<file path="src/rtl/truth_table_sweeper_if.sv">
// Handshake and vector bus between the truth-table sweeper (master) and the
// host / logic under test (slave).
interface truth_table_sweeper_if #(
  parameter int N = 3
);
  logic         start;
  logic         abort;
  logic         z;
  logic [N-1:0] x;
  logic         busy;
  logic         done;
  logic         pass;
  logic [N:0]   err_cnt;
  logic [N-1:0] first_fail;
  logic         first_valid;

  modport master (
    input  start,
    input  abort,
    input  z,
    output x,
    output busy,
    output done,
    output pass,
    output err_cnt,
    output first_fail,
    output first_valid
  );

  modport slave (
    output start,
    output abort,
    output z,
    input  x,
    input  busy,
    input  done,
    input  pass,
    input  err_cnt,
    input  first_fail,
    input  first_valid
  );
endinterface

</file>
<file path="src/rtl/truth_table_sweeper.sv">
// Exhaustive stimulus engine: walks x through 0..2^N-1, holds each vector for
// SETTLE cycles, compares z against EXPECT and reports mismatch statistics.
module truth_table_sweeper #(
  parameter int                N      = 3,
  parameter int                SETTLE = 2,
  parameter logic [(1<<N)-1:0] EXPECT = 8'hE8
) (
  input  logic                  clk,
  input  logic                  rst_n,
  truth_table_sweeper_if.master bus
);

  localparam int             CW       = (SETTLE > 1) ? $clog2(SETTLE) : 1;
  localparam logic [CW-1:0]  CNT_LAST = CW'(SETTLE - 1);
  localparam logic [CW-1:0]  CNT_ONE  = CW'(1);
  localparam logic [N-1:0]   X_LAST   = {N{1'b1}};
  localparam logic [N-1:0]   X_ONE    = N'(1);
  localparam logic [N:0]     ERR_ONE  = (N + 1)'(1);

  typedef enum logic [1:0] {
    ST_IDLE = 2'd0,
    ST_RUN  = 2'd1,
    ST_DONE = 2'd2
  } state_t;

  state_t        state_r;
  logic [CW-1:0] cnt_r;
  logic [N-1:0]  x_r;
  logic          busy_r;
  logic          done_r;
  logic          pass_r;
  logic [N:0]    err_r;
  logic [N-1:0]  first_fail_r;
  logic          first_valid_r;

  logic          sample_s;
  logic          mismatch_s;
  logic          start_ok_s;

  // Sample strobe, compare result and start qualification
  always_comb begin
    sample_s   = 1'b0;
    mismatch_s = 1'b0;
    start_ok_s = 1'b0;
    if (state_r == ST_RUN) begin
      sample_s = (cnt_r == CNT_LAST);
    end else begin
      sample_s = 1'b0;
    end
    mismatch_s = sample_s && (bus.z != EXPECT[x_r]);
    case (state_r)
      ST_IDLE: start_ok_s = bus.start;
      // the cycle carrying the done pulse must not retrigger a sweep
      ST_DONE: start_ok_s = bus.start && !done_r;
      default: start_ok_s = 1'b0;
    endcase
  end

  // Sweep state machine with registered results
  always_ff @(posedge clk or negedge rst_n) begin
    if (!rst_n) begin
      state_r       <= ST_IDLE;
      cnt_r         <= '0;
      x_r           <= '0;
      busy_r        <= 1'b0;
      done_r        <= 1'b0;
      pass_r        <= 1'b0;
      err_r         <= '0;
      first_fail_r  <= '0;
      first_valid_r <= 1'b0;
    end else begin
      done_r <= 1'b0;
      case (state_r)
        ST_IDLE, ST_DONE: begin
          if (start_ok_s) begin
            state_r       <= ST_RUN;
            busy_r        <= 1'b1;
            x_r           <= '0;
            cnt_r         <= '0;
            err_r         <= '0;
            first_fail_r  <= '0;
            first_valid_r <= 1'b0;
            pass_r        <= 1'b0;
          end
        end
        ST_RUN: begin
          if (bus.abort) begin
            // partial err_cnt / first_fail stay visible for debug
            state_r <= ST_IDLE;
            busy_r  <= 1'b0;
            pass_r  <= 1'b0;
            x_r     <= '0;
            cnt_r   <= '0;
          end else if (sample_s) begin
            if (mismatch_s) begin
              err_r <= err_r + ERR_ONE;
              if (!first_valid_r) begin
                first_fail_r  <= x_r;
                first_valid_r <= 1'b1;
              end
            end
            cnt_r <= '0;
            if (x_r == X_LAST) begin
              state_r <= ST_DONE;
              busy_r  <= 1'b0;
              done_r  <= 1'b1;
              pass_r  <= (err_r == '0) && !mismatch_s;
            end else begin
              x_r <= x_r + X_ONE;
            end
          end else begin
            cnt_r <= cnt_r + CNT_ONE;
          end
        end
        default: begin
          state_r <= ST_IDLE;
          busy_r  <= 1'b0;
          x_r     <= '0;
          cnt_r   <= '0;
        end
      endcase
    end
  end

  assign bus.x           = x_r;
  assign bus.busy        = busy_r;
  assign bus.done        = done_r;
  assign bus.pass        = pass_r;
  assign bus.err_cnt     = err_r;
  assign bus.first_fail  = first_fail_r;
  assign bus.first_valid = first_valid_r;

endmodule
</file>
<file path="src/flat_wrapper.sv">
// flat-port wrapper written by rule: the top's interface ports become plain ports
module truth_table_sweeper_flat 
#(
  parameter int                N      = 3,
  parameter int                SETTLE = 2,
  parameter logic [(1<<N)-1:0] EXPECT = 8'hE8
)
  (clk, rst_n, bus_start, bus_abort, bus_z, bus_x, bus_busy, bus_done, bus_pass, bus_err_cnt, bus_first_fail, bus_first_valid);
  truth_table_sweeper_if #(.N(N)) bus_i ();
  input  logic clk;
  input  logic rst_n;
  input wire logic [$bits(bus_i.start)-1:0] bus_start;
  input wire logic [$bits(bus_i.abort)-1:0] bus_abort;
  input wire logic [$bits(bus_i.z)-1:0] bus_z;
  output wire logic [$bits(bus_i.x)-1:0] bus_x;
  output wire logic [$bits(bus_i.busy)-1:0] bus_busy;
  output wire logic [$bits(bus_i.done)-1:0] bus_done;
  output wire logic [$bits(bus_i.pass)-1:0] bus_pass;
  output wire logic [$bits(bus_i.err_cnt)-1:0] bus_err_cnt;
  output wire logic [$bits(bus_i.first_fail)-1:0] bus_first_fail;
  output wire logic [$bits(bus_i.first_valid)-1:0] bus_first_valid;
  assign bus_i.start = bus_start;
  assign bus_i.abort = bus_abort;
  assign bus_i.z = bus_z;
  assign bus_x = bus_i.x;
  assign bus_busy = bus_i.busy;
  assign bus_done = bus_i.done;
  assign bus_pass = bus_i.pass;
  assign bus_err_cnt = bus_i.err_cnt;
  assign bus_first_fail = bus_i.first_fail;
  assign bus_first_valid = bus_i.first_valid;
  truth_table_sweeper #(.N(N), .SETTLE(SETTLE), .EXPECT(EXPECT)) u_core (.clk(clk), .rst_n(rst_n), .bus(bus_i));
endmodule
</file>
<file path="config.mk">
export PLATFORM = sky130hd
export DESIGN_NAME = truth_table_sweeper_flat
export DESIGN_NICKNAME = d
export VERILOG_FILES = /design/src/rtl/truth_table_sweeper_if.sv /design/src/rtl/truth_table_sweeper.sv /design/src/flat_wrapper.sv
export SDC_FILE = /design/constraint.sdc
export NUM_CORES = 1
export LEC_CHECK = 0
export CORE_MARGIN = 1
export CORE_UTILIZATION = 48
export DETAILED_ROUTE_END_ITERATION = 16
export GPL_ROUTABILITY_DRIVEN = 0
export GPL_TIMING_DRIVEN = 1
export PLACE_DENSITY_LB_ADDON = 0.2
export RECOVER_POWER = 25
export SLEW_MARGIN = 20
export SYNTH_ARGS = -nofsm -noshare
export SYNTH_HDL_FRONTEND = slang
export SYNTH_SLANG_ARGS = --single-unit
</file>
<file path="constraint.sdc">
create_clock -name clk -period 2.7 [get_ports clk]
set_clock_uncertainty 0.2 [all_clocks]
set_input_delay 0.54 -clock clk [delete_from_list [all_inputs] [get_ports clk]]
set_output_delay 0.54 -clock clk [all_outputs]
set_load 0.01 [all_outputs]
</file>
Yosys cells after proc, flatten, opt, wreduce, memory -nomap -nowiden

Memory sizes are Yosys's and may differ from the RTL's.
Index checks and enable logic that the tools add are counted.

Add/sub/neg operators: 3
Magnitude comparators: 1
Eq/ne operators: 12
Mux-type cells: 44
Reduce and logical (&&, ||, !) cells: 14

Operator list:

| cell                                                                     | number |
|---|---|
| 3-bit 2-to-1 mux                                                         | 8 |
| 1-bit 2-to-1 mux                                                         | 19 |
| 4-bit 2-to-1 mux                                                         | 4 |
| 3-bit case mux with 2 select lines                                       | 2 |
| 1-bit case mux with 2 select lines                                       | 5 |
| 2-bit 2-to-1 mux                                                         | 4 |
| 4-bit case mux with 2 select lines                                       | 1 |
| 2-bit by 1-bit inequality test with 1-bit output (second input constant) | 3 |
| 3-bit inequality test (second input constant)                            | 2 |
| 3-bit AND reduction                                                      | 2 |
| 6-bit AND reduction                                                      | 1 |
| 5-bit AND reduction                                                      | 1 |
| 4-bit by 1-bit adder with 4-bit output (second input constant)           | 1 |
| 4-bit zero test                                                          | 1 |
| 3-bit by 4-bit < comparator with 1-bit output (second input constant)    | 1 |
| 2-bit inequality test (second input constant)                            | 2 |
| 2-bit case mux with 2 select lines                                       | 1 |
| 4-bit AND reduction                                                      | 1 |
| 3-bit by 1-bit adder with 3-bit output (second input constant)           | 1 |
| 3-bit == test (second input constant)                                    | 1 |
| 1-bit logical AND                                                        | 3 |
| 3-bit by 2-bit inequality test with 1-bit output (second input constant) | 1 |
| 2-bit by 1-bit == test with 1-bit output (second input constant)         | 1 |
| 2-bit == test (second input constant)                                    | 1 |
| other kinds (6)                                                          | 7 |

Register bits after elaboration: 17
Bits in read-only memories: 8
Input port bits: 5
Output and inout bits: 14
Memories kept: 1

Memories:

| memory           | words | width | read ports | clocked after Yosys merged registers in | write ports | RTL line                  | text |
|---|---|---|---|---|---|---|---|
| (name not given) | 8     | 1     | 1          | 0                                       | 0           | truth_table_sweeper.sv:50 | `mismatch_s = sample_s && (bus.z != EXPECT[x_r]);` |

Longest topological paths before layout

Gate-level depths: netlist of the first run.

Depth after elaboration: 10
Gate-level depth with buffers: 7
Depth with buffers taken out: 7

Worst setup path before layout of the first run

Ideal clock, no wire load.

Path type: register -> register
Start: reg u_core.x_r[0] (netlist: u_core.bus.x[0])
End: reg u_core.first_fail_r[2] (netlist: u_core.bus.first_fail[2])
Arrival time: 1.701 ns
Required time: 2.434 ns
Setup slack: 0.734 ns
Stages on the path, launching flop included: 8
Path buffers: 0
Clock period less this slack: 1.966 ns
Cells stage by stage: dfrtp_1 -> inv_1 -> ha_1 -> inv_1 -> mux2i_1 -> mux2i_1 -> a221o_1 -> a22o_1

Word-level cells in the longest chain between the ends: 6

Ends and longest elaborated chain:

| item                                                              | RTL line                   | text |
|---|---|---|
| from (decl)                                                       | truth_table_sweeper.sv:28  | `logic [N-1:0] x_r;` |
| from (signal assigned)                                            | truth_table_sweeper.sv:109 | `x_r <= x_r + X_ONE;` |
| memory 8 x 1 bit                                                  | --                         |  |
| 1-bit 2-to-1 mux (implied by the code)                            | truth_table_sweeper.sv:50  |  |
| 1-bit inequality test                                             | truth_table_sweeper.sv:50  |  |
| 1-bit logical AND                                                 | truth_table_sweeper.sv:50  |  |
| 2-bit by 1-bit inequality test with 1-bit output (no source line) | --                         |  |
| 6-bit AND reduction (no source line)                              | --                         |  |
| to (signal assigned)                                              | truth_table_sweeper.sv:98  | `first_fail_r <= x_r;` |
| to (decl)                                                         | truth_table_sweeper.sv:33  | `logic [N-1:0] first_fail_r;` |

Every way passes these cells. The select of a mux whose other input is x is not followed.
A chain may end at the register's enable or synchronous reset.

Worst setup path in the final report of the first run

Start: reg u_core.x_r[0] (netlist: u_core.bus.x[0])
End: reg u_core.err_r[1] (netlist: u_core.bus.err_cnt[1])

Word-level cells in the longest chain between the ends: 6

Ends and longest elaborated chain:

| item                                                              | RTL line                  | text |
|---|---|---|
| memory 8 x 1 bit                                                  | --                        |  |
| 1-bit 2-to-1 mux (implied by the code)                            | truth_table_sweeper.sv:50 |  |
| 1-bit inequality test                                             | truth_table_sweeper.sv:50 |  |
| 1-bit logical AND                                                 | truth_table_sweeper.sv:50 |  |
| 2-bit by 1-bit inequality test with 1-bit output (no source line) | --                        |  |
| 5-bit AND reduction (no source line)                              | --                        |  |
| to (signal assigned)                                              | truth_table_sweeper.sv:96 | `err_r <= err_r + ERR_ONE;` |
| to (decl)                                                         | truth_table_sweeper.sv:32 | `logic [N:0] err_r;` |

Every way passes these cells. The select of a mux whose other input is x is not followed.

==> summary.md, run 1 <==
| Metric | Value |
|---|---|
| Outcome | `complete, no violations` |
| Seq cells post-synth | `17` |
| Maximum vdd ir drop | `0.265 mV` |
| Die height | `45.0 um` |
| Post-Syn Instances | `83` |
| CP max stage cell | `mux2i_1` |
| Most common cell after layout, fill and taps aside | `dfrtp_1` |
| GRT Util Overall | `19.2%` |
| I/O pins | `19` |
| Distinct cell type count after synthesis | `30` |
| Worst Path Required | `2.71 ns` |
| Maxcap violations | `0` |
| Setup CP Type | `register to register` |
| Hold path startpoint | `u_core.bus.first_fail[1]$_DFFE_PN0P_` |
| Finished Core Util | `64.6%` |
| Hold Crit Depth | `1` |
| Reg2reg start | `u_core.bus.x[0]$_DFFE_PN0P_` |
| Worst skew pair latency | `0.28 ns` |
| Post-CTS setup buffer count | `0` |
| # diodes | `0` |
| PortBufs | `18` |
| Fmax achieved | `0.461 GHz` |
| CP Capture Type | `register` |
| YS warnings | `0` |
| Clock-pin transition on the worst setup and hold timing paths | `0.10 ns` |
| Largest net degree at the start of global routing | `18` |
| Crit-path max cell delay | `0.56 ns` |
| Commonest cells after routing, fill and taps aside | `dfrtp_1, clkdlybuf4s50_1, nand2_1` |
| Max-slew headroom | `48.4%` |
| Worst Hold Path EP | `u_core.bus.first_fail[1]$_DFFE_PN0P_` |
| Hold WC Path Type | `register to register` |
| CTS max path bufs | `2` |
| Routed WL | `1750 um` |
| Sequential-to-total area share from yosys stat | `47.9%` |
| GR Overflow Total | `0` |
| Worst Tran Pin Value | `0.771 ns` |
| Final min period | `2.17 ns` |
| Min Hold Slack | `0.309 ns` |
| CTS tree | `yes` |
| Placed wire-length estimate | `1330 um` |
| Clk sinks | `17` |
| Avg WL per Cell | `13.6 um` |
| Cell Pwr Density | `496 nW/um^2` |
| DIE AREA | `2030 um^2` |
| FF-to-FF End | `u_core.bus.err_cnt[1]$_DFFE_PN0P_` |
| CP max FO | `6` |
| WP buf/inv | `2` |
| Initial antenna violation count | `0` |
| Reg-to-reg slack, setup | `0.53 ns` |
| Nets | `115` |
| Layout Area Growth over Synthesis | `25.5%` |
| Net Count, Synth | `93` |
| Fill count | `151` |
| Max-slew violations | `0` |
| Initial Util | `51.4%` |
| Fin crit share | `80.3%` |
| Root Driver | `clkbuf_4` |
| Startpoint types | `register` |
| Core Region | `1730 um^2` |
| Resized cells post-CTS | `0` |
| Final hold violation count | `0` |
| H-tree levels | `1` |
| Hold buffer count at CTS | `0` |
| LEAKAGE | `0.000525 uW` |
| Drt first pass iters | `4` |
| RSZ-0062 raised after global routing | `false` |
| Final setup TNS | `0 ns` |
| Synth Area per Inst | `10.7 um^2` |
| Core Rows | `15` |
| Num CTS Buffers | `3` |
| Number of global-route vias before repair | `668` |
| Layout cells sized above 1 | `10.6%` |
| Kind of cell adding the most delay to the critical path | `multiplexers` |
| WP data arrival | `2.17 ns` |
| Routed vias | `702` |
| Final Setup Violations | `0` |
| Via/cell ratio | `5.44` |
| Starting DRT DRC Count | `10` |
| Number of routed nets with antenna violations | `0` |
| DRC Markers | `0` |
| Die span in x | `45.0 um` |
| First-pass GRT wire length | `2810 um` |
| Worst Reg-to-Reg Cells | `7` |
| CP cell instances | `inv_1 > ha_1 > inv_1 > mux2i_1 > mux2i_1 > a21oi_1 > o21ai_0` |
| Post-Syn Area | `888 um^2` |
-- logic make-up (layout without fill, tap and decap cells) --
| logic type | count (synthesis) | in the layout | synth area share [%] |
|---|---|---|---|
| compound gates | 22 | 22 | 18.3 |
| fa+ha+maj | 5 | 5 | 7.04 |
| buf+inv | 8 | 29 | 4.23 |
| flops | 17 | 17 | 47.9 |
| mux | 4 | 4 | 4.79 |
| simple gates | 27 | 27 | 17.7 |
-- state kept, by name (all words and copies together), names as in the netlist, 2 cells and up --
register and count:
u_core.bus.err_cnt 4, u_core.bus.first_fail 3, u_core.bus.x 3, u_core.state_r 2
-- cells in the mapped netlist --
cell / count / area share [%]
or2b_1: 1 / 0.85
nand3b_1: 1 / 0.85
a21o_1: 2 / 1.7
dfrtp_1: 17 / 48
nor2_1: 4 / 1.7
mux2i_1: 2 / 2.3
buf_6: 1 / 1.3
nor3_1: 1 / 0.56
a31oi_1: 1 / 0.70
or2_1: 1 / 0.70
a21boi_0: 1 / 0.85
nor4b_1: 1 / 0.99
nand3_1: 3 / 1.7
and2b_1: 1 / 0.85
nand2b_1: 2 / 1.4
a41o_2: 1 / 1.3
a22o_1: 5 / 4.9
a21oi_1: 4 / 2.3
ha_1: 5 / 7.0
o22ai_1: 1 / 0.70
nor2b_1: 2 / 1.4
a31o_2: 2 / 2.0
and2_4: 1 / 0.99
mux2_2: 2 / 2.5
inv_1: 7 / 3.0
a22o_2: 1 / 1.1
nand2_1: 8 / 3.4
nor4_4: 1 / 2.4
a221o_1: 1 / 1.1
o21ai_0: 3 / 1.7
-- report_power, final --
group,switching (uW),internal (uW)
Clock,76.2,57.3
Sequential,20.1,273
Combinational,65.0,61.4
-- layout make-up --
cell class	instances	area (um^2)	share of cell area, %
multi-input cells	58	425	38.2
repair buffers	18	180	16.2
flip-flops and latches	17	425	38.2
clock buffers	4	26.3	2.36
well taps	25	31.3	2.81
inverters	7	26.3	2.36
-- worst max path at each step --
stage,slack [ns],startpoint,cells past startpoint,to
after floorplan,0.73,u_core.bus.x[0]$_DFFE_PN0P_,7,u_core.bus.first_fail[2]$_DFFE_PN0P_
after global placement,0.41,bus_abort,5,u_core.bus.first_fail[1]$_DFFE_PN0P_
after detailed placement,0.38,bus_abort,5,u_core.bus.first_fail[2]$_DFFE_PN0P_
after CTS,0.54,u_core.bus.x[0]$_DFFE_PN0P_,7,u_core.bus.first_fail[2]$_DFFE_PN0P_
after global routing,0.32,u_core.bus.x[0]$_DFFE_PN0P_,7,u_core.bus.err_cnt[0]$_DFFE_PN0P_
final,0.53,u_core.bus.x[0]$_DFFE_PN0P_,7,u_core.bus.err_cnt[1]$_DFFE_PN0P_
-- per-layer routing --
metal	track usage (%)	vias to the layer above	part of all wire, %
met5	0	-	0
met4	7.27	0	1.5
met3	4.00	4	3.7
met2	32.8	13	48
met1	23.7	346	47
li1	-	339	-
-- through the flow --
| stage | cells | area [um^2] | power (uW) | setup WS [ns] |
|---|---|---|---|---|
| after detailed placement | 125 | 1090 | 426 | 0.379 |
| final | 129 | 1110 | 553 | 0.532 |
| after CTS | 129 | 1110 | 557 | 0.536 |
| after floorplan | 83 | 888 | 372 | 0.734 |
| after global placement | 125 | 1090 | 422 | 0.406 |
| after global routing | 129 | 1110 | 583 | 0.323 |
(Power assumes the default switching activity.)
==> run 2, diff against run 1 <==
clock period = 2.11 ns   (was 2.7 ns; I/O delays follow)
==> summary.md, run 2 (synthesis gave the netlist of run 1 again) <==
| Metric | Value |
|---|---|
| Cell Pwr Density | `623 nW/um^2` |
| Number of global-route vias before repair | `662` |
| Total power | `734 uW` |
| CTS tree | `yes` |
| CP max stage cell | `dfrtp_1` |
| Commonest cells after routing, fill and taps aside | `clkdlybuf4s50_1, dfrtp_1, nand2_1` |
| Min Hold Slack | `0.318 ns` |
| PortBufs | `18` |
| Number of routed nets with antenna violations | `0` |
| Outcome | `complete, no violations` |
| Max-slew headroom | `40.7%` |
| Worst Path Required | `2.10 ns` |
| Setup WS post-layout | `0.0574 ns` |
| Setup CP Type | `register to register` |
| Maxcap violations | `0` |
| Maximum vdd ir drop | `0.447 mV` |
| Crit-path max cell delay | `0.46 ns` |
| Fill count | `144` |
| Final min period | `2.05 ns` |
| DRC Markers | `0` |
| Root Driver | `clkbuf_4` |
| RSZ-0062 raised after global routing | `true` |
| Largest net degree at the start of global routing | `18` |
| Starting DRT DRC Count | `13` |
| DIE AREA | `2030 um^2` |
| Routed WL | `1790 um` |
| Final hold violation count | `0` |
| Die height | `45.0 um` |
| Initial Util | `51.4%` |
| Non-Filler Instances | `137` |
| Routed vias | `727` |
| Fin crit share | `97.3%` |
| Clk sinks | `17` |
| Layout cells sized above 1 | `17.9%` |
| Kind of cell adding the most delay to the critical path | `multiplexers` |
| LEAKAGE | `0.000553 uW` |
| Layout Area Growth over Synthesis | `32.7%` |
| Final Setup Violations | `0` |
| CP cell instances | `ha_1 > mux2i_2 > mux2_2 > a22o_1 > a31o_2` |
| H-tree levels | `1` |
| WP buf/inv | `0` |
| Finished Core Util | `68.3%` |
| First-pass GRT wire length | `2720 um` |
| Reg-to-reg slack, setup | `0.06 ns` |
| Initial antenna violation count | `0` |
| Clock-pin transition on the worst setup and hold timing paths | `0.10 ns` |
| Core Rows | `15` |
| # diodes | `0` |
| CTS max path bufs | `2` |
| CP max FO | `5` |
| Worst skew pair latency | `0.29 ns` |
| WP data arrival | `2.04 ns` |
| Worst Tran Pin Value | `0.889 ns` |
| DP Worst Slack | `-0.0297 ns` |
| Num CTS Buffers | `3` |
| I/O pins | `19` |
| Fmax achieved | `0.487 GHz` |
| Placed wire-length estimate | `1330 um` |
| Via/cell ratio | `5.31` |
| GRT Util Overall | `19.1%` |
| Max FFs per register | `4` |
| CP Capture Type | `register` |
| Avg WL per Cell | `13.1 um` |
| Hold WC Path Type | `register to register` |
| Drt first pass iters | `4` |
| GR Overflow Total | `0` |
| Startpoint types | `register` |
| Max-slew violations | `0` |
| Core Region | `1730 um^2` |
| Die span in x | `45.0 um` |
| Cells after DPL | `131` |
| Nets | `123` |
## run 2: final timing paths
check	startpoint	endpoint	depth (start not counted)
setup / recovery	u_core.bus.x[1]$_DFFE_PN0P_	u_core.bus.err_cnt[3]$_DFFE_PN0P_	5
hold / removal	u_core.bus.first_fail[1]$_DFFE_PN0P_	u_core.bus.first_fail[1]$_DFFE_PN0P_	1
setup reg to reg	u_core.bus.x[1]$_DFFE_PN0P_	u_core.bus.err_cnt[3]$_DFFE_PN0P_	5
hold reg to reg	u_core.bus.first_fail[1]$_DFFE_PN0P_	u_core.bus.first_fail[1]$_DFFE_PN0P_	1
max in group asynchronous	rst_n	u_core.state_r[1]$_DFFE_PN0P_	2
min in group asynchronous	rst_n	u_core.bus.first_fail[1]$_DFFE_PN0P_	2
## run 2: stage by stage
stage          area [um^2]  TNS (ns)
6_report              1180         0
5_1_grt               1180   -0.0115
2_1_floorplan          888         0
4_1_cts               1160         0
3_5_place_dp          1130   -0.0831
3_3_place_gp          1130         0
## run 2: final cells by class
type                       count  area [um^2]  share of cell area [%]
sequential                    17          425                    36.1
clock buffer                   4         26.3                    2.23
multi-input combinational     58          433                    36.7
inverter                       7         26.3                    2.23
tap                           25         31.3                    2.65
timing repair buffer          26          236                    20.1
## run 2: where the power goes
group / switching (uW) / internal [uW] / leakage (uW)
Sequential: 24.9 / 349 / 0.000231
Clock: 105 / 73.6 / 0.0000150
Combinational: 87.7 / 93.4 / 0.000307
Total: 218 / 516 / 0.000553
## run 2: what timing repair did
action,CTS,global route
buffers inserted,0,2
pin swaps,0,0
hold buffers,0,0
cloned,0,0
gates resized for setup,1,1
endpoints found under the setup margin,4,7
## run 2: routing by layer
layer	GRT usage, %	up-vias	wire length, um
met1	24.4	354	863
met3	2.80	5	63
met5	0	-	0
li1	-	354	-
met2	29.3	14	816
met4	13.9	0	44
==> run 3, diff against run 2 <==
SLEW_MARGIN = unset   (was 20)
==> results of run 3 <==
The final DEF is identical to that of run 2; final timing and power are the same.
